File: src/rtl/elevator_if.sv
// Car-controller signal bundle: calls and door handshake in, car status out.
interface elevator_if #(
    parameter int N_FLOORS = 4,
    parameter int FW       = (N_FLOORS > 1) ? $clog2(N_FLOORS) : 1
);
    logic [N_FLOORS-1:0] call_btn;
    logic                door_done;
    logic                door_open;
    logic [FW-1:0]       floor;
    logic                moving_up;
    logic                moving_down;
    logic [N_FLOORS-1:0] pending;
    logic                busy;

    modport master (
        output call_btn, door_done,
        input  door_open, floor, moving_up, moving_down, pending, busy
    );

    modport slave (
        input  call_btn, door_done,
        output door_open, floor, moving_up, moving_down, pending, busy
    );
endinterface

File: src/rtl/elevator_ctrl.sv
// Elevator car-motion controller: latches floor calls, serves them in collective (SCAN) order,
// and hands each stop to the door stage with a one-cycle door_open pulse.
module elevator_ctrl #(
    parameter int N_FLOORS     = 4,
    parameter int TRAVEL_TICKS = 2000,
    parameter int DOOR_TIMEOUT = 3000
) (
    input  logic     clklento,
    input  logic     rst,
    elevator_if.slave bus
);
    localparam int FW = (N_FLOORS > 1) ? $clog2(N_FLOORS) : 1;
    localparam int TW = $clog2(TRAVEL_TICKS + 1);
    localparam int DW = $clog2(DOOR_TIMEOUT + 1);

    typedef enum logic [2:0] {
        IDLE,
        MOVE_UP,
        MOVE_DOWN,
        ARRIVE,
        DOOR_WAIT
    } state_t;

    state_t              state_q, state_d;
    logic [FW-1:0]       floor_q, floor_d;
    logic [N_FLOORS-1:0] pending_q, pending_d;
    logic [TW-1:0]       travel_q, travel_d;
    logic [DW-1:0]       door_cnt_q, door_cnt_d;
    logic                has_dir_q, has_dir_d;
    logic                dir_up_q, dir_up_d;
    logic                door_done_q;
    logic                door_open_q, moving_up_q, moving_down_q, busy_q;

    logic [N_FLOORS-1:0] set_mask, clr_mask;
    logic [FW-1:0]       next_floor;
    logic                door_exit;

    function automatic logic calls_above(input logic [N_FLOORS-1:0] pend, input logic [FW-1:0] fl);
        logic any;
        any = 1'b0;
        for (int i = 0; i < N_FLOORS; i++)
            if (i > int'(fl) && pend[i]) any = 1'b1;
        return any;
    endfunction

    function automatic logic calls_below(input logic [N_FLOORS-1:0] pend, input logic [FW-1:0] fl);
        logic any;
        any = 1'b0;
        for (int i = 0; i < N_FLOORS; i++)
            if (i < int'(fl) && pend[i]) any = 1'b1;
        return any;
    endfunction

    // Stop here if called, else keep heading the same way, else reverse; up wins with no history.
    function automatic state_t decide(input logic [N_FLOORS-1:0] pend, input logic [FW-1:0] fl,
                                      input logic has_dir, input logic dir_up);
        logic above, below;
        above = calls_above(pend, fl);
        below = calls_below(pend, fl);
        if (pend[fl])
            return ARRIVE;
        else if (!has_dir || dir_up)
            return above ? MOVE_UP : (below ? MOVE_DOWN : IDLE);
        else
            return below ? MOVE_DOWN : (above ? MOVE_UP : IDLE);
    endfunction

    always_comb begin
        state_d    = state_q;
        floor_d    = floor_q;
        travel_d   = '0;
        door_cnt_d = '0;
        has_dir_d  = has_dir_q;
        dir_up_d   = dir_up_q;
        next_floor = floor_q;
        door_exit  = 1'b0;
        set_mask   = bus.call_btn;
        clr_mask   = '0;

        // The door is already serving this floor, so its button is ignored; clear beats set.
        if (state_q == ARRIVE || state_q == DOOR_WAIT)
            set_mask[floor_q] = 1'b0;
        if (state_q == ARRIVE)
            clr_mask[floor_q] = 1'b1;
        pending_d = (pending_q | set_mask) & ~clr_mask;

        case (state_q)
            IDLE: state_d = decide(pending_q, floor_q, has_dir_q, dir_up_q);
            MOVE_UP: begin
                if (travel_q == TW'(TRAVEL_TICKS - 1)) begin
                    next_floor = floor_q + 1'b1;
                    floor_d    = next_floor;
                    if (pending_q[next_floor])                state_d = ARRIVE;
                    else if (calls_above(pending_q, next_floor)) state_d = MOVE_UP;
                    else state_d = decide(pending_q, next_floor, has_dir_q, dir_up_q);
                end else begin
                    travel_d = travel_q + 1'b1;
                end
            end
            MOVE_DOWN: begin
                if (travel_q == TW'(TRAVEL_TICKS - 1)) begin
                    next_floor = floor_q - 1'b1;
                    floor_d    = next_floor;
                    if (pending_q[next_floor])                state_d = ARRIVE;
                    else if (calls_below(pending_q, next_floor)) state_d = MOVE_DOWN;
                    else state_d = decide(pending_q, next_floor, has_dir_q, dir_up_q);
                end else begin
                    travel_d = travel_q + 1'b1;
                end
            end
            ARRIVE: state_d = DOOR_WAIT;
            DOOR_WAIT: begin
                door_exit = (bus.door_done && !door_done_q) ||
                            (door_cnt_q == DW'(DOOR_TIMEOUT - 1));
                if (door_exit) state_d = decide(pending_q, floor_q, has_dir_q, dir_up_q);
                else           door_cnt_d = door_cnt_q + 1'b1;
            end
            default: state_d = IDLE;
        endcase

        if (state_d == MOVE_UP) begin
            has_dir_d = 1'b1;
            dir_up_d  = 1'b1;
        end else if (state_d == MOVE_DOWN) begin
            has_dir_d = 1'b1;
            dir_up_d  = 1'b0;
        end
    end

    // Outputs are decoded from the next state so they line up with the registered state.
    always_ff @(posedge clklento or posedge rst) begin
        if (rst) begin
            state_q       <= IDLE;
            floor_q       <= '0;
            pending_q     <= '0;
            travel_q      <= '0;
            door_cnt_q    <= '0;
            has_dir_q     <= 1'b0;
            dir_up_q      <= 1'b0;
            door_done_q   <= 1'b0;
            door_open_q   <= 1'b0;
            moving_up_q   <= 1'b0;
            moving_down_q <= 1'b0;
            busy_q        <= 1'b0;
        end else begin
            state_q       <= state_d;
            floor_q       <= floor_d;
            pending_q     <= pending_d;
            travel_q      <= travel_d;
            door_cnt_q    <= door_cnt_d;
            has_dir_q     <= has_dir_d;
            dir_up_q      <= dir_up_d;
            door_done_q   <= bus.door_done;
            door_open_q   <= (state_d == ARRIVE);
            moving_up_q   <= (state_d == MOVE_UP);
            moving_down_q <= (state_d == MOVE_DOWN);
            busy_q        <= (state_d != IDLE);
        end
    end

    assign bus.door_open   = door_open_q;
    assign bus.floor       = floor_q;
    assign bus.moving_up   = moving_up_q;
    assign bus.moving_down = moving_down_q;
    assign bus.pending     = pending_q;
    assign bus.busy        = busy_q;
endmodule

File: src/flat_wrapper.sv
// flat-port wrapper written by rule: the top's interface ports become plain ports
module elevator_ctrl_flat 
#(
    parameter int N_FLOORS     = 4,
    parameter int TRAVEL_TICKS = 2000,
    parameter int DOOR_TIMEOUT = 3000
)
  (clklento, rst, bus_call_btn, bus_door_done, bus_door_open, bus_floor, bus_moving_up, bus_moving_down, bus_pending, bus_busy);
  elevator_if #(.N_FLOORS(N_FLOORS)) bus_i ();
  input  logic clklento;
  input  logic rst;
  input wire logic [$bits(bus_i.call_btn)-1:0] bus_call_btn;
  input wire logic [$bits(bus_i.door_done)-1:0] bus_door_done;
  output wire logic [$bits(bus_i.door_open)-1:0] bus_door_open;
  output wire logic [$bits(bus_i.floor)-1:0] bus_floor;
  output wire logic [$bits(bus_i.moving_up)-1:0] bus_moving_up;
  output wire logic [$bits(bus_i.moving_down)-1:0] bus_moving_down;
  output wire logic [$bits(bus_i.pending)-1:0] bus_pending;
  output wire logic [$bits(bus_i.busy)-1:0] bus_busy;
  assign bus_i.call_btn = bus_call_btn;
  assign bus_i.door_done = bus_door_done;
  assign bus_door_open = bus_i.door_open;
  assign bus_floor = bus_i.floor;
  assign bus_moving_up = bus_i.moving_up;
  assign bus_moving_down = bus_i.moving_down;
  assign bus_pending = bus_i.pending;
  assign bus_busy = bus_i.busy;
  elevator_ctrl #(.N_FLOORS(N_FLOORS), .TRAVEL_TICKS(TRAVEL_TICKS), .DOOR_TIMEOUT(DOOR_TIMEOUT)) u_core (.clklento(clklento), .rst(rst), .bus(bus_i));
endmodule
File: config.mk
export PLATFORM = sky130hd
export DESIGN_NAME = elevator_ctrl_flat
export DESIGN_NICKNAME = d
export VERILOG_FILES = /design/src/rtl/elevator_if.sv /design/src/rtl/elevator_ctrl.sv /design/src/flat_wrapper.sv
export SDC_FILE = /design/constraint.sdc
export NUM_CORES = 1
export LEC_CHECK = 0
export ABC_AREA = 1
export CAP_MARGIN = 20
export CORE_MARGIN = 3
export CORE_UTILIZATION = 40
export CTS_CLUSTER_SIZE = 30
export DETAILED_ROUTE_END_ITERATION = 6
export PLACE_DENSITY_LB_ADDON = 0.12
export SLEW_MARGIN = 30
export SYNTH_ARGS = -nofsm -noshare
export SYNTH_HDL_FRONTEND = slang
export SYNTH_SLANG_ARGS = --single-unit
File: constraint.sdc
create_clock -name clklento -period 2 [get_ports clklento]
set_input_delay 0.4 -clock clklento [delete_from_list [all_inputs] [get_ports clklento]]
set_output_delay 0.4 -clock clklento [all_outputs]
set_load 0.01 [all_outputs]
; Yosys cells after proc, flatten, opt, wreduce, memory -nomap -nowiden
; Cells that the tools add are included.
[word_totals]
ff_bits = 39
in_bits = 7
wordCells = 182
[classes]
add_sub_neg = 4
magnitude_cmp = 22
n_eq_ne = 11
n_mux = 97
bitwise = 5
reduce_logical = 31
[op_table]
columns = op, n
row1 = $mux W3, 21
row2 = $mux W1, 58
row3 = $mux W12, 2
row4 = $mux W11, 2
row5 = $logic_and A1 B1 Y1, 20
row6 = $pmux W3 S5, 1
row7 = $add A12 B1 Y12 const B, 1
row8 = $eq A12 B12 Y1 const B, 1
row9 = $eq A3 B2 Y1 const B, 4
row10 = $gt A2 B2 Y1 const A, 6
row11 = $lt A1 B2 Y1 const A, 6
row12 = $mux W2, 6
row13 = $add A11 B1 Y11 const B, 1
row14 = $eq A11 B11 Y1 const B, 1
row15 = $lt A2 B3 Y1 const B, 3
row16 = $and A4 B4 Y4, 2
row17 = $mux W4, 2
row18 = $not A4 Y4, 2
row19 = $bmux W1 S2, 3
row20 = $eq A3 B1 Y1 const B, 2
row21 = $gt A1 B2 Y1 const A, 3
row22 = $lt A2 B2 Y1 const A, 3
row23 = $ne A2 B1 Y1 const B, 2
row24 = $or A4 B4 Y4, 1
row25 = 13 further kinds, 17

; Logic depth before layout (Yosys ltp)
[logic_depth]
word_depth = 23
mapped_depth = 15
ltp_nobuf = 15

; Least setup slack after synthesis
; OpenSTA, ideal clock, no wires.
[synth_path]
path_kind = reg-to-reg
startpoint = register u_core.floor_q[0] (netlist: u_core.bus.floor[0])
endpoint = register u_core.has_dir_q
arrival_time_ps = 1778
required_time_ps = 1876
path_slack_ps = 97
stages_incl_launch_ff = 16
cell_sequence = dfrtp_1 inv_2 ha_1 inv_2 nand2_1 nand2_1 nor2_2 nand2_1 nand2_1 nand2_1 nand2_1 nand2_2 inv_2 nor2_4 nand2_2 nand3_1
[synth_via]
elab_chain_cells = 19
elab_cells_between_ends = 124
cone_classes = 2 x add/sub / 18 x order compare / 2 x eq/ne / 83 x mux / 19 x reduce/logical
[synth_lines]
columns = element, line
row1 = "start, declared", elevator_ctrl.sv:25  ; logic [FW-1:0] floor_q, floor_d;
row2 = "start signal, assigned", elevator_ctrl.sv:147  ; floor_q <= floor_d;
row3 = $sub A2 B1 Y2 or $add A2 B1 Y2 (tied branches), "elevator_ctrl.sv:102, elevator_ctrl.sv:91"
row4 = $gt A1 B2 Y1 or $lt A1 B2 Y1 (tied branches), "elevator_ctrl.sv:42, elevator_ctrl.sv:50"
row5 = "$logic_and A1 B1 Y1, on equally long branches", "elevator_ctrl.sv:42, elevator_ctrl.sv:50"
row6 = "$mux W1, on equally long branches (3 in series)", "elevator_ctrl.sv:42, elevator_ctrl.sv:50"
row7 = "$mux W1, on equally long branches", "elevator_ctrl.sv:105, elevator_ctrl.sv:94"
row8 = "$mux W1, on equally long branches", "elevator_ctrl.sv:104, elevator_ctrl.sv:93"
row9 = "$mux W1, on equally long branches", "elevator_ctrl.sv:101, elevator_ctrl.sv:90"
row10 = $mux W1, elevator_ctrl.sv:87  ; case (state_q)
row11 = $mux W1 or $mux W2 (tied branches), "elevator_ctrl.sv:65, elevator_ctrl.sv:63"
row12 = "$mux W3, on equally long branches", "elevator_ctrl.sv:65, elevator_ctrl.sv:63"
row13 = $mux W3, elevator_ctrl.sv:62  ; else if (!has_dir || dir_up)
row14 = "$mux W3, on equally long branches", "elevator_ctrl.sv:105, elevator_ctrl.sv:94"
row15 = "$mux W3, on equally long branches", "elevator_ctrl.sv:104, elevator_ctrl.sv:93"
row16 = "$mux W3, on equally long branches", "elevator_ctrl.sv:101, elevator_ctrl.sv:90"
row17 = $pmux W3 S5 *, elevator_ctrl.sv:87
row18 = $eq A3 B1 Y1 or $eq A3 B2 Y1 (tied branches), "elevator_ctrl.sv:121, elevator_ctrl.sv:124"
row19 = $mux W1 or $reduce_bool A2 Y1 (tied branches), -
row20 = "end signal, assigned", elevator_ctrl.sv:151  ; has_dir_q <= has_dir_d;
row21 = "end, declared", elevator_ctrl.sv:29  ; logic has_dir_q, has_dir_d;
; Every way passes the cells marked *; elsewhere a longest branch is shown, timed or not. The select of a mux whose other input is x is not followed.
; A chain may end at the register's enable or synchronous reset.

; Worst setup path after layout
[layout_path]
startpoint = register u_core.pending_q[2] (netlist: u_core.bus.pending[2])
endpoint = output bus_pending[2]
[layout_lines]
columns = element, line
row1 = "start, declared", elevator_ctrl.sv:26  ; logic [N_FLOORS-1:0] pending_q, pending_d;
row2 = "start signal, assigned", elevator_ctrl.sv:148  ; pending_q <= pending_d;
row3 = "end, declared", flat_wrapper.sv:18  ; output wire logic [$bits(bus_i.pending)-1:0] bus_pending;
; No word-level cell between the ends.

==> qor.txt <==
=====================================================================================
Clock net sink count                                                               39
Final setup violating endpoints                                                     0
Total area of multi-input combinational cells                             0.00111 mm²
Proportion of layout cells with a drive suffix above 1                          14.5%
Synthesis Warnings                                                                  0
Worst-path cell chain                                                    clkdlybuf4s50_1
Sequential cell area                                                          976 µm²
Period utilisation layout                                                       92.6%
Synth cell types                                                                   30
Detailed router's first-iteration violation count                                  92
Deepest clock path buffer count                                                     2
First-pass iteration count of the detailed router                                   4
Number of global-route vias before repair                                        1799
Switch Pwr                                                                  0.00154 W
Y dimension of the die                                                        81.4 µm
Post-synthesis sequential element count                                            39
Area Overhead vs Synth                                                          16.1%
Highest ir drop seen on vdd                                                    745 µV
RSZ-0062 raised after global routing                                            false
Cell Area, Synth                                                          0.00227 mm²
GRT Residual Overflow                                                               0
Number of antenna violations at the first check in global routing                   0
Number of placed I/O pins                                                          17
Fraction of synthesized cell area in xor and xnor cells                         3.85%
Leakage power                                                                 1.28 nW
Count of cells resized by post-cts repair                                           0
Post-Syn Nets                                                                     300
Post-route cell area                                                      0.00264 mm²
Adder-Cell Fraction of Synth Area                                               5.50%
Clock-pin slew of the registers on the worst-case setup and hold paths          80 ps
Final-layout setup total negative slack                                          0 ps
GRT Resource Usage Total                                                        15.5%
Placed wire-length estimate after detailed placement                          3420 µm
Clock tree from TritonCTS                                                        done
Number of buffers created by CTS                                                    5
Count of fill cells added during filler insertion                                 508
Initial core utilization                                                        42.9%
PwrDens                                                                   1290 mW/mm²
Area after DPL                                                            0.00255 mm²
Horizontal die dimension                                                      81.4 µm
Gate Count Post-Synth                                                             283
Top Family by Delay on Critical Path                                     buffers and inverters
Routed wire length per instance                                               12.0 µm
Sequential fraction of design power                                             32.5%
Routability-driven placement congestion ratio                                   0.796
Number of input and output port buffers inserted                                   16
Slew @ Worst Pin                                                               498 ps
Largest incremental delay on the critical path                                 610 ps
Clock share of power                                                            15.4%
Simple-gate portion of the synthesized area                                     32.9%
Ant. Diodes                                                                         0
Maximum fanout along the worst path                                                10
Bufs and invs on worst path                                                         1
Area of the core                                                          0.00530 mm²
Mean instance size in the synthesized netlist                                8.03 µm²
Vias per cell                                                                    4.83
Combinational fraction of design power                                          52.1%
Clk_skew                                                                      6.26 ps
Global-route wire length before repair                                        7930 µm
Result of the run                                                           completed
Type of destination of the critical path                                   output pin
Worst Setup Slack, final                                                       147 ps
Post-CTS repair timing setup buffer count                                           0
Die footprint                                                             0.00662 mm²
Maximum frequency from static timing analysis                                 540 MHz
Clock latency reported for the late side of the worst-skew pair                290 ps
Nature of the critical path startpoint                                       register
Number of endpoints with negative hold slack in the final report                    0
Combinational family with the most area after synthesis                  simple AND/OR/NAND/NOR gates
Number of nets in the layout                                                      326
Proportion of synthesized chip area in sequential cells                         42.9%
DP Worst Slack                                                                 163 ps
Critical Path RT                                                              1600 ps
Compound-gate portion of the synthesized area                                   6.60%
Final ANT Viol Nets                                                                 0
Internal portion of total power                                             0.00187 W
Total Wirelength                                                              4560 µm
Number of vias after detailed routing                                            1837
Max-slew violations                                                                 0
Worst slew margin relative to its limit                                         66.8%
Row cnt                                                                            26
Fraction of power spent switching nets                                          45.1%
Worst Hold Class                                                         register to register
Slowest CP cell                                                          sky130_fd_sc_hd__clkdlybuf4s50_1
Root cell of the clock tree                                              sky130_fd_sc_hd__clkbuf_8
Maximum number of pins on one net before global-route repair                       40
Number of hold-repair buffers added at the cts stage                                0
Maximum level of the CTS H-tree                                                     2
Max-capacitance violation count                                                     0
Final routed DRC violation total                                                    0
Arrival time reported for the critical path endpoint                          1450 ps
Critical setup path kind                                                 register to output pin
Share of cell area taken by muxes after synthesis                                  0%
Crit path time final                                                          1850 ps
=====================================================================================
routing by layer:
layer | global-route usage (%) | up-vias | wire, µm
li1 | - | 943 | -
met1 | 20.5 | 868 | 2240
met2 | 25.3 | 21 | 2130
met3 | 3.10 | 5 | 144
met4 | 5.24 | 0 | 50
met5 | 0 | - | 0
synthesized netlist by cell type, drive strengths merged:
master | n | area (µm²)
and3 | 1 | 6.26
nor2 | 36 | 178
o21ai | 3 | 15.0
nand4 | 3 | 18.8
nand3 | 22 | 133
nor3b | 2 | 15.0
nor3 | 12 | 80.1
a21boi | 4 | 30.0
xnor2 | 2 | 17.5
xor2 | 8 | 70.1
nand2 | 74 | 310
inv | 46 | 173
ha | 10 | 125
o211ai | 1 | 7.51
buf | 3 | 15.0
o21a | 2 | 15.0
o22ai | 4 | 25.0
dfrtp | 39 | 976
or2 | 1 | 6.26
a221oi | 1 | 8.76
a21oi | 9 | 48.8
worst paths after layout:
kind / startpoint / end / slack (ps) / cells past startpoint
max: u_core.bus.pending[2] / bus_pending[2] / 150 / 1
min: u_core.has_dir_q / u_core.has_dir_q / 470 / 2
max reg2reg: u_core.bus.floor[0] / u_core.dir_up_q / 160 / 14
min reg2reg: u_core.has_dir_q / u_core.has_dir_q / 470 / 2
max in group asynchronous: rst / u_core.bus.floor[0] / 1130 / 3
min in group asynchronous: rst / u_core.bus.moving_up / 530 / 3
layout make-up:
cell class / instances / area share (%)
flip-flops and latches: 39 / 37.0
clock buffers: 6 / 2.75
clock inverters: 2 / 0.474
multi-input cells: 195 / 42.1
well taps: 70 / 3.32
repair buffers: 22 / 7.78
inverters: 46 / 6.64
power by group through the flow:
stage          combinational, W  sequential, W  clock [W]
5_1_grt                 0.00203        0.00113   0.000585
4_1_cts                 0.00178        0.00110   0.000551
3_3_place_gp            0.00177        0.00112          0
3_5_place_dp            0.00177        0.00111          0
6_report                0.00177        0.00111   0.000525
2_1_floorplan           0.00123        0.00112          0
stage by stage:
step | cells | hold slack, ps | util (%) | power, W
after CTS | 380 | 479 | 49.7 | 0.00343
after global routing | 380 | 488 | 49.8 | 0.00374
final | 380 | 471 | 49.8 | 0.00341
after detailed placement | 372 | 459 | 48.1 | 0.00289
after floorplan | 283 | 431 | - | 0.00235
after global placement | 372 | 447 | 48.1 | 0.00288
worst min-delay path, delay by kind of cell, from the launching register on:
| kind | cells | cell delay (ps) |
|---|---|---|
| buffers and inverters | 1 | 40 |
| DFF | 1 | 330 |
| and+or+nand+nor | 1 | 70 |
registers in the layout (all words and copies together), names as in the netlist:
name,cells
u_core.bus.busy,1
u_core.bus.door_open,1
u_core.bus.floor,2
u_core.bus.moving_down,1
u_core.bus.moving_up,1
u_core.bus.pending,4
u_core.dir_up_q,1
u_core.door_cnt_q,12
u_core.door_done_q,1
u_core.has_dir_q,1
u_core.state_q,3
u_core.travel_q,11
logic make-up (layout without fill, tap and decap cells):
family,after synthesis,count (layout)
XOR/XNOR,10,10
adder cells (fa/ha/maj),10,10
AO/OA/AOI/OAI,24,24
AND/OR/NAND/NOR,151,151
buffers and inverters,49,76
flip-flops,39,39
cell usage in the layout, fill, tap and decap left out, drive strengths merged:
cell | netlist | routed
inv | 46 | 46
nor2 | 36 | 36
clkbuf | 0 | 6
o211ai | 1 | 1
a221oi | 1 | 1
clkdlybuf4s50 | 0 | 16
o21a | 2 | 2
nand3 | 22 | 22
nand4 | 3 | 3
a21boi | 4 | 4
o22ai | 4 | 4
xnor2 | 2 | 2
xor2 | 8 | 8
ha | 10 | 10
clkinv | 0 | 1
dfrtp | 39 | 39
o21ai | 3 | 3
nor3b | 2 | 2
or2 | 1 | 1
nor3 | 12 | 12
clkinvlp | 0 | 1
a21oi | 9 | 9
nand2 | 74 | 74
and3 | 1 | 1
buf | 3 | 6
Note: power is estimated with default switching activity, not from simulation.
